## src/rtl/xrs_wb.sv

```systemverilog
// xrs writeback sequencer: ALU/LSU arbitration onto the register-file write port plus
// pending-destination scoreboard. Optional operand forwarding when XRS_WB_FWD_EN is defined.
module xrs_wb #(
    parameter int XLEN   = 64,
    parameter int STARVE = 3
) (
    input  logic            clk_i,
    input  logic            reset_i,
    input  logic            iss_i,
    input  logic [4:0]      iss_rd_i,
    output logic [31:0]     busy_o,
    input  logic            alu_valid_i,
    input  logic [4:0]      alu_rd_i,
    input  logic [XLEN-1:0] alu_dat_i,
    output logic            alu_ack_o,
    input  logic            lsu_valid_i,
    input  logic [4:0]      lsu_rd_i,
    input  logic [XLEN-1:0] lsu_dat_i,
    output logic            lsu_ack_o,
`ifdef XRS_WB_FWD_EN
    input  logic [4:0]      ra_i,
    input  logic [4:0]      rb_i,
    output logic            fwda_o,
    output logic            fwdb_o,
`endif
    output logic [4:0]      rd_o,
    output logic [XLEN-1:0] rdat_o,
    output logic            rwe_o,
    output logic            err_o
);
    localparam int SW = (STARVE < 1) ? 1 : $clog2(STARVE + 1);

    logic [SW-1:0]   starve_q, starve_d;
    logic [31:0]     busy_q, busy_d;
    logic [4:0]      rd_q, rd_d;
    logic [XLEN-1:0] rdat_q, rdat_d;
    logic            rwe_q, rwe_d;
    logic            err_q, err_d;

    logic            alu_pri;
    logic            gnt_alu, gnt_lsu, xfer;
    logic [4:0]      w_rd;
    logic [XLEN-1:0] w_dat;
    logic [31:0]     clr_mask, set_mask;

    assign alu_pri = (starve_q == SW'(STARVE));

    always_comb begin
        gnt_alu = 1'b0;
        gnt_lsu = 1'b0;
        if (!reset_i) begin
            gnt_alu = alu_valid_i & (~lsu_valid_i | alu_pri);
            gnt_lsu = lsu_valid_i & ~gnt_alu;
        end
    end

    assign xfer  = gnt_alu | gnt_lsu;
    assign w_rd  = gnt_alu ? alu_rd_i : lsu_rd_i;
    assign w_dat = gnt_alu ? alu_dat_i : lsu_dat_i;

    always_comb begin
        starve_d = '0;
        if (alu_valid_i && !gnt_alu && !reset_i) begin
            starve_d = alu_pri ? starve_q : starve_q + SW'(1);
        end
    end

    always_comb begin
        clr_mask = '0;
        set_mask = '0;
        if (xfer && w_rd != 5'd0) clr_mask[w_rd] = 1'b1;
        if (iss_i && iss_rd_i != 5'd0) set_mask[iss_rd_i] = 1'b1;
    end

    // set after clear so a new producer wins over a retiring one
    always_comb begin
        busy_d = (busy_q & ~clr_mask) | set_mask;
        busy_d[0] = 1'b0;
        err_d = err_q;
        if (|(clr_mask & ~busy_q)) err_d = 1'b1;
        if (|(set_mask & busy_q & ~clr_mask)) err_d = 1'b1;
    end

    always_comb begin
        rd_d   = rd_q;
        rdat_d = rdat_q;
        rwe_d  = 1'b0;
        if (xfer) begin
            rd_d   = w_rd;
            rdat_d = w_dat;
            rwe_d  = (w_rd != 5'd0);
        end
    end

    always_ff @(posedge clk_i) begin
        if (reset_i) begin
            starve_q <= '0;
            busy_q   <= '0;
            rd_q     <= '0;
            rdat_q   <= '0;
            rwe_q    <= 1'b0;
            err_q    <= 1'b0;
        end else begin
            starve_q <= starve_d;
            busy_q   <= busy_d;
            rd_q     <= rd_d;
            rdat_q   <= rdat_d;
            rwe_q    <= rwe_d;
            err_q    <= err_d;
        end
    end

    assign alu_ack_o = gnt_alu;
    assign lsu_ack_o = gnt_lsu;
    assign busy_o    = busy_q;
    assign rd_o      = rd_q;
    assign rdat_o    = rdat_q;
    assign rwe_o     = rwe_q;
    assign err_o     = err_q;

`ifdef XRS_WB_FWD_EN
    assign fwda_o = rwe_q & (rd_q == ra_i) & (ra_i != 5'd0);
    assign fwdb_o = rwe_q & (rd_q == rb_i) & (rb_i != 5'd0);
`endif

endmodule
```

## config.mk

```make
export PLATFORM = sky130hd
export DESIGN_NAME = xrs_wb
export DESIGN_NICKNAME = d
export VERILOG_FILES = /design/src/rtl/xrs_wb.sv
export SDC_FILE = /design/constraint.sdc
export NUM_CORES = 1
export LEC_CHECK = 0
export CORE_MARGIN = 5
export CORE_UTILIZATION = 45
export CTS_CLUSTER_SIZE = 14
export DETAILED_ROUTE_END_ITERATION = 10
export GPL_TIMING_DRIVEN = 1
export PLACE_DENSITY = 0.86
export SLEW_MARGIN = 20
export SYNTH_ARGS = -nofsm -noshare
export SYNTH_HDL_FRONTEND = slang
export SYNTH_SLANG_ARGS = --single-unit
```

## constraint.sdc

```tcl
create_clock -name clk_i -period 6 [get_ports clk_i]
set_input_delay 1.2 -clock clk_i [delete_from_list [all_inputs] [get_ports clk_i]]
set_output_delay 1.2 -clock clk_i [all_outputs]
set_load 0.01 [all_outputs]
```

# Word-level counts from Yosys, hierarchy flattened
# Index checks and enable logic that the tools add are counted.
[totals]
reg_bits = 105
in_bits = 148
output_inout_bits = 105
word_cells = 55
[classes]
n_addsub = 1
magnitude_cmp = 4
n_eq_ne = 1
muxes = 12
bitwise = 15
n_reduce_logical = 15
[ops]
columns = ["operator", "count"]
rows = [
  ["$and A32 B32 Y32", 4],
  ["$mux W32", 2],
  ["$mux W64", 1],
  ["$not A32 Y32", 2],
  ["$reduce_or A32 Y1", 2],
  ["$or A32 B32 Y32", 1],
  ["$lt A5 B6 Y1 const B", 2],
  ["$demux W1 S5", 2],
  ["$ge A5 B1 Y1 const B", 2],
  ["$reduce_bool A5 Y1", 2],
  ["$logic_and A1 B1 Y1", 6],
  ["$mux W1", 6],
  ["$mux W5", 1],
  ["$not A1 Y1", 4],
  ["$reduce_or A2 Y1", 2],
  ["$add A2 B1 Y2 const B", 1],
  ["$and A1 B1 Y1", 2],
  ["$eq A2 B2 Y1 const B", 1],
  ["$logic_not A1 Y1", 2],
  ["$or A1 B1 Y1", 2],
  ["$reduce_bool A2 Y1", 1],
]

# Longest topological paths before layout
# Gate-level depths: netlist of run 1.
[depth]
depth_word = 14
depth_mapped = 11
depth_no_buf = 10

# Least setup slack after synthesis of run 1
# OpenSTA, ideal clock, no wires.
[synth_timing]
path_kind = "input port to output port"
startpoint = "input reset_i"
endpoint = "output alu_ack_o"
t_arrival_ps = 2178
required_ps = 4800
slack_ps = 2622
cell_stages = 6
path_buffers = 3
cell_sequence = "buf_2 and2b_2 nand2_2 inv_2 buf_6 clkbuf_1"
[synth_between]
elab_chain_len = 1
[synth_lines]
columns = ["item", "line", "rtl"]
rows = [
  ["start: declaration", "8", "input logic reset_i,"],
  ["$mux W1", "51", "if (!reset_i) begin"],
  ["end: declaration", "15", "output logic alu_ack_o,"],
]
# No other way between the ends.

# Worst setup path in the final report of run 1
[layout_timing]
startpoint = "input alu_valid_i"
endpoint = "output alu_ack_o"
[layout_between]
elab_chain_len = 2
[layout_lines]
columns = ["item", "line", "rtl"]
rows = [
  ["start: declaration", "12", "input logic alu_valid_i,"],
  ["$and A1 B1 Y1", "52", "gnt_alu = alu_valid_i & (~lsu_valid_i | alu_pri);"],
  ["$mux W1", "51", ""],
]
# No other way between the ends.

==> results of run 1 <==
## path summary, 6_finish.rpt
kind | slack [ns] | from | endpoint | cells past startpoint
hold / removal | 0.43 | starve_q[0] | starve_q[0] | 1
setup / recovery | 1.32 | alu_valid_i | alu_ack_o | 6
hold reg to reg | 0.43 | starve_q[0] | starve_q[0] | 1
setup reg to reg | 2.97 | starve_q[0] | err_o | 10
## registers in the layout (all words and copies together) (netlist names)
name      count
busy_o       31
rwe_o         1
starve_q      2
err_o         1
rdat_o       64
rd_o          5
## area by class of cell
| type | count | area [sq um] |
|---|---|---|
| clock buffer | 12 | 267 |
| fill | 942 | 3350 |
| inverter | 5 | 18.8 |
| multi-input combinational | 528 | 2980 |
| sequential | 104 | 2080 |
| tap | 143 | 179 |
| timing repair buffer | 258 | 2590 |
| clock inverter | 4 | 48.8 |
## cell usage in the layout, fill, tap and decap left out, types with 3 or more instances in the layout
cell,n
mux2_1,3
and3_1,5
clkdlybuf4s50_1,250
nor3b_1,3
mux2_2,3
o221ai_1,19
nand2_1,175
a311oi_1,67
nor3_1,5
inv_1,4
o22ai_1,17
clkbuf_16,9
nand3b_1,7
nor2b_1,7
dfxtp_1,104
buf_4,6
clkbuf_8,3
a31oi_1,3
a21oi_1,28
nand3_1,9
mux2i_1,8
o22a_1,5
nor2_1,95
nand2b_1,5
a22oi_1,6
a211oi_1,3
o21ai_0,12
## cell families after synthesis
logic type	share of synthesized area, %
flip-flops	39.2
other	0.0706
buffers and inverters	4.76
AND/OR/NAND/NOR	27.0
adder cells (fa/ha/maj)	0.236
AO/OA/AOI/OAI	25.5
multiplexers	3.20
## layer usage
layer | wire, um | track usage, %
met5 | 0 | 0
met4 | 630 | 9.05
met3 | 2230 | 8.17
met2 | 10300 | 47.9
met1 | 8200 | 35.2
## per-stage QoR
step | area [sq um] | util [%]
after floorplan | 5310 | -
after global placement | 7830 | 68.0
after detailed placement | 7830 | 68.0
after CTS | 8150 | 70.7
after global routing | 8170 | 70.9
final | 8170 | 70.9
## power groups by stage
stage	clock network (uW)	logic [uW]	registers [uW]
after floorplan	0	145	786
after CTS	628	386	753
after global routing	652	415	758
after global placement	0	380	768
after detailed placement	0	383	769
final	619	390	753
## critical path, stage by stage
cell	delay [ns]
clkdlybuf4s50_1	0.57
and2b_2	0.23
nand2_2	0.37
inv_2	0.19
buf_4	0.31
clkdlybuf4s50_1	0.60
==> results.yml, run 1 <==
sta:
  holdWs_ns: 0.433
  hold_viol_final: 0
  tightest_slew_ns: 0.810
  fin_skew_ns: 0.00320
  setup_viol_count_final: 0
  maxSlewViolCount: 0
  rsz0062_at_grt: "false"
  min_period_ns: 4.68
  setup_tns_ns: 0
  worst_slack_ns: 1.32
  relSlewSlack_pct: 45.9
  fmax_mhz: 214
  finalCritPeriodShare_pct: 77.9
routing:
  wl_mm: 21.4
  num_vias: 6212
  vias_per_cell: 5.89
  drtIter0Drc: 854
  dr.pass1.iters: 5
  drtAntennaViolNets: 0
  wire_per_inst_um: 20.3
  drc: 0
floorplan:
  rows: 39
  initial_core_util_pct: 46.1
  dieHeight_um: 119
  die_x_um: 119
  core-area_sq_um: 11500
  ios: 253
  dieArea_sq_um: 14100
pwr:
  seqPwrFrac_pct: 42.8
  internal_power_uw: 1300
  pwr-share-comb_pct: 22.1
  ir_drop_mv: 0.138
  powerDensity_nw_per_um2: 216
  clock_power_share_pct: 35.1
  p_total_uw: 1760
  swShare_pct: 26.3
  p_leak_uw: 0.00296
  switchingPower_uw: 463
logic_synthesis:
  synth.top_cell.area_share_pct: 39.2
  yosysMostFrequentCell: "nand2_1"
  yosysWarnings: 0
  ys_types: 61
  synth_area_sq_um: 5310
  async_flop_share_pct: 0
  syn_nets: 843
  synthTopCellsByArea: "dfxtp_1 39%, nand2_1 12%, a311oi_1 11%"
  synth-edff-count: 0
  synth_ff_type: "dfxtp_1"
  synthCells: 694
  synthTopCellsByCount: "175 x nand2_1, 104 x dfxtp_1, 96 x nor2_1"
  syn_avg_cell_area_sq_um: 7.65
  yosysTopAreaCell: "dfxtp_1"
  ys_seq_elements: 104
  yosysSeqAreaShare_pct: 39.2
min_path:
  hold_path.class: "reg -> reg"
placement:
  dp_hpwl_mm: 15.7
  place_inst: 1037
  gp_congestion: 0.932
  place_ws_ns: 1.35
  io_buffers: 251
final_layout:
  final_nets: 1055
  diodes: 0
  drive_gt1_share_pct: 4.17
  syn_to_final_growth_pct: 53.8
  layout.cells.non_filler: 1054
setup_path:
  end_kind: "output pin"
  critPathRequiredTime_ns: 4.80
  crit_fanout: 27
  crit_arrival_ns: 3.48
  worst_setup_path_start_kind: "input pin"
  worstSetupPathType: "in -> out"
flow_run:
  drv_cap: 0
outcome:
  outcome: "complete, no violations"
grt:
  grt_pass1_wl_mm: 32.3
  grt_pass1_vias: 5651
  grt_usage_pct: 28.4
  grt_max_degree: 91
  gr-total-overflow: 0
  antenna_found_initial: 0
cts:
  cts_buffer_depth: 2
  cts-buffers-inserted: 9
  clk_pin_slew_ns: 0.07
  post_cts_resized: 0
  ctsHoldBuffers: 0
  cts_sinks: 104
  cts_setup_buffers: 0
  h-tree-depth: 3
  insertion_delay_ns: 0.34
  cts_root_buffer: "clkbuf_16"
  cts_tree: "yes"
Note: power is estimated with default switching activity, not from simulation.
==> inputs of run 2 (changes only) <==
Settings changed: CORE_UTILIZATION 45 to 37, PLACE_DENSITY 0.86 to 0.76.
Clock period 6 ns to 4.1 ns, I/O delays scaled along.
==> run 2 against run 1 <==
Compared with the run above: design area increased by 0.90%; wire length increased by 1.0%; sequential share of layout area decreased by 0.23 points; count of clock-buffer cells in the layout unchanged; sequential power increased by 46%; critical path depth unchanged; utilization decreased by 12 points; sequential cell count unchanged; first-iteration DRC count decreased by 30%; clock power increased by 46%; clock skew increased by 0.0090 ns.
==> results.yml, run 2 (synthesis gave the netlist of run 1 again) <==
setup_path:
  r2r_end: "err_o"
  end_kind: "output pin"
  crit_arrival_ns: 2.79
  worst_setup_path_start_kind: "input pin"
  crit_fanout: 9
  worstSetupPathType: "in -> out"
  reg2reg_from: "starve_q[0]"
  critPathRequiredTime_ns: 3.28
  r2r_setup_slack_ns: 1.39
  reg2reg_depth: 9
sta:
  setup_viol_count_final: 0
  fmax_mhz: 277
  maxSlewViolCount: 0
  tightest_slew_ns: 0.984
  rsz0062_at_grt: "false"
  fin_skew_ns: 0.0121
  hold_viol_final: 0
  worst_slack_ns: 0.485
  relSlewSlack_pct: 34.4
  finalCritPeriodShare_pct: 88.2
  setup_tns_ns: 0
  min_period_ns: 3.61
routing:
  wire_per_inst_um: 19.6
  drtAntennaViolNets: 0
  drtIter0Drc: 598
  dr.pass1.iters: 5
  vias_per_cell: 5.65
  num_vias: 6210
  drc: 0
  wl_mm: 21.6
final_layout:
  fin_util_pct: 58.9
  final_nets: 1063
  syn_to_final_growth_pct: 55.2
  mostFrequentLayoutCells: "250 x clkdlybuf4s50_1, 175 x nand2_1, 104 x dfxtp_1"
  final_common_cell: "clkdlybuf4s50_1"
  drive_gt1_share_pct: 4.90
  largest_reg_flops: 64
  nFillCells: 1305
  diodes: 0
min_path:
  worstHoldStart: "starve_q[0]"
  whs_endpoint: "starve_q[0]"
  hold_path.class: "reg -> reg"
  hold_path_depth: 1
cts:
  cts_sinks: 104
  cts_setup_buffers: 0
  insertion_delay_ns: 0.35
  post_cts_resized: 0
  ctsHoldBuffers: 0
  clk_pin_slew_ns: 0.07
  h-tree-depth: 3
  cts_root_buffer: "clkbuf_16"
  cts-buffers-inserted: 9
  cts_buffer_depth: 2
  cts_tree: "yes"
flow_run:
  drv_cap: 0
floorplan:
  core-area_sq_um: 14000
  dieArea_sq_um: 16800
  ios: 253
  rows: 43
  dieHeight_um: 130
  initial_core_util_pct: 38.0
  die_x_um: 130
grt:
  gr-total-overflow: 0
  grt_pass1_vias: 5734
  grt_usage_pct: 23.9
  grt_max_degree: 88
  antenna_found_initial: 0
  grt_pass1_wl_mm: 31.7
placement:
  io_buffers: 251
  dp_hpwl_mm: 15.8
  place_ws_ns: 0.476
  gp_congestion: 0.922
pwr:
  powerDensity_nw_per_um2: 312
  p_leak_uw: 0.00298
  ir_drop_mv: 0.257
outcome:
  outcome: "complete, no violations"
-- run 2: cell count changes in the layout (fill, tap and decap cells not counted) --
cell        previous run  this run
clkbuf_8               3         2
buf_12                 2         0
clkinvlp_4             0         1
clkbuf_1               0         1
clkinv_2               2         1
buf_4                  6        16
-- run 2: how the worst max path moves through the flow --
stage | startpoint | endpoint | cells after the start
finish | alu_valid_i | lsu_ack_o | 6
global placement | alu_valid_i | lsu_ack_o | 6
global route | alu_valid_i | lsu_ack_o | 6
floorplan | reset_i | err_o | 9
CTS | alu_valid_i | lsu_ack_o | 6
detailed placement | alu_valid_i | lsu_ack_o | 6
-- run 2: layer usage --
layer | wire, um | part of all wire, % | global-route usage, % | vias to the layer above
li1 | - | - | - | 2954
met1 | 8820 | 41 | 31.1 | 2868
met2 | 10100 | 47 | 40.0 | 346
met3 | 1950 | 9.0 | 4.09 | 42
met4 | 671 | 3.1 | 8.19 | 0
met5 | 0 | 0 | 0 | -
-- run 2: final cells by class --
| cell class | instances | area, sq um | area share (%) |
|---|---|---|---|
| Timing Repair Buffer | 266 | 2620 | 31.8 |
| Tap cell | 180 | 225 | 2.73 |
| Multi-Input combinational cell | 528 | 2980 | 36.2 |
| Clock buffer | 12 | 256 | 3.11 |
| Sequential cell | 104 | 2080 | 25.3 |
| Clock inverter | 4 | 51.3 | 0.623 |
| Inverter | 5 | 18.8 | 0.228 |
-- run 2: critical path: stages --
cell and delay, ns:
clkdlybuf4s50_1 0.51, and2b_2 0.29, nand2_2 0.22, inv_2 0.15, nor2_1 0.22, clkdlybuf4s50_1 0.58
-- run 2: power breakdown --
part / switching, uW / leakage (uW) / internal, uW / total (uW)
clock network: 394 / 0.000149 / 509 / 903
logic: 261 / 0.00197 / 307 / 568
registers: 32.4 / 0.000855 / 1070 / 1100
total: 687 / 0.00298 / 1890 / 2570
-- run 2: stage by stage --
step,total power (uW),cells,area (sq um),hold slack (ns)
2_1_floorplan,1360,694,5310,0.406
3_3_place_gp,1690,1083,7930,0.432
3_5_place_dp,1690,1083,7930,0.430
4_1_cts,2590,1099,8240,0.439
5_1_grt,2670,1099,8240,0.448
6_report,2570,1099,8240,0.437
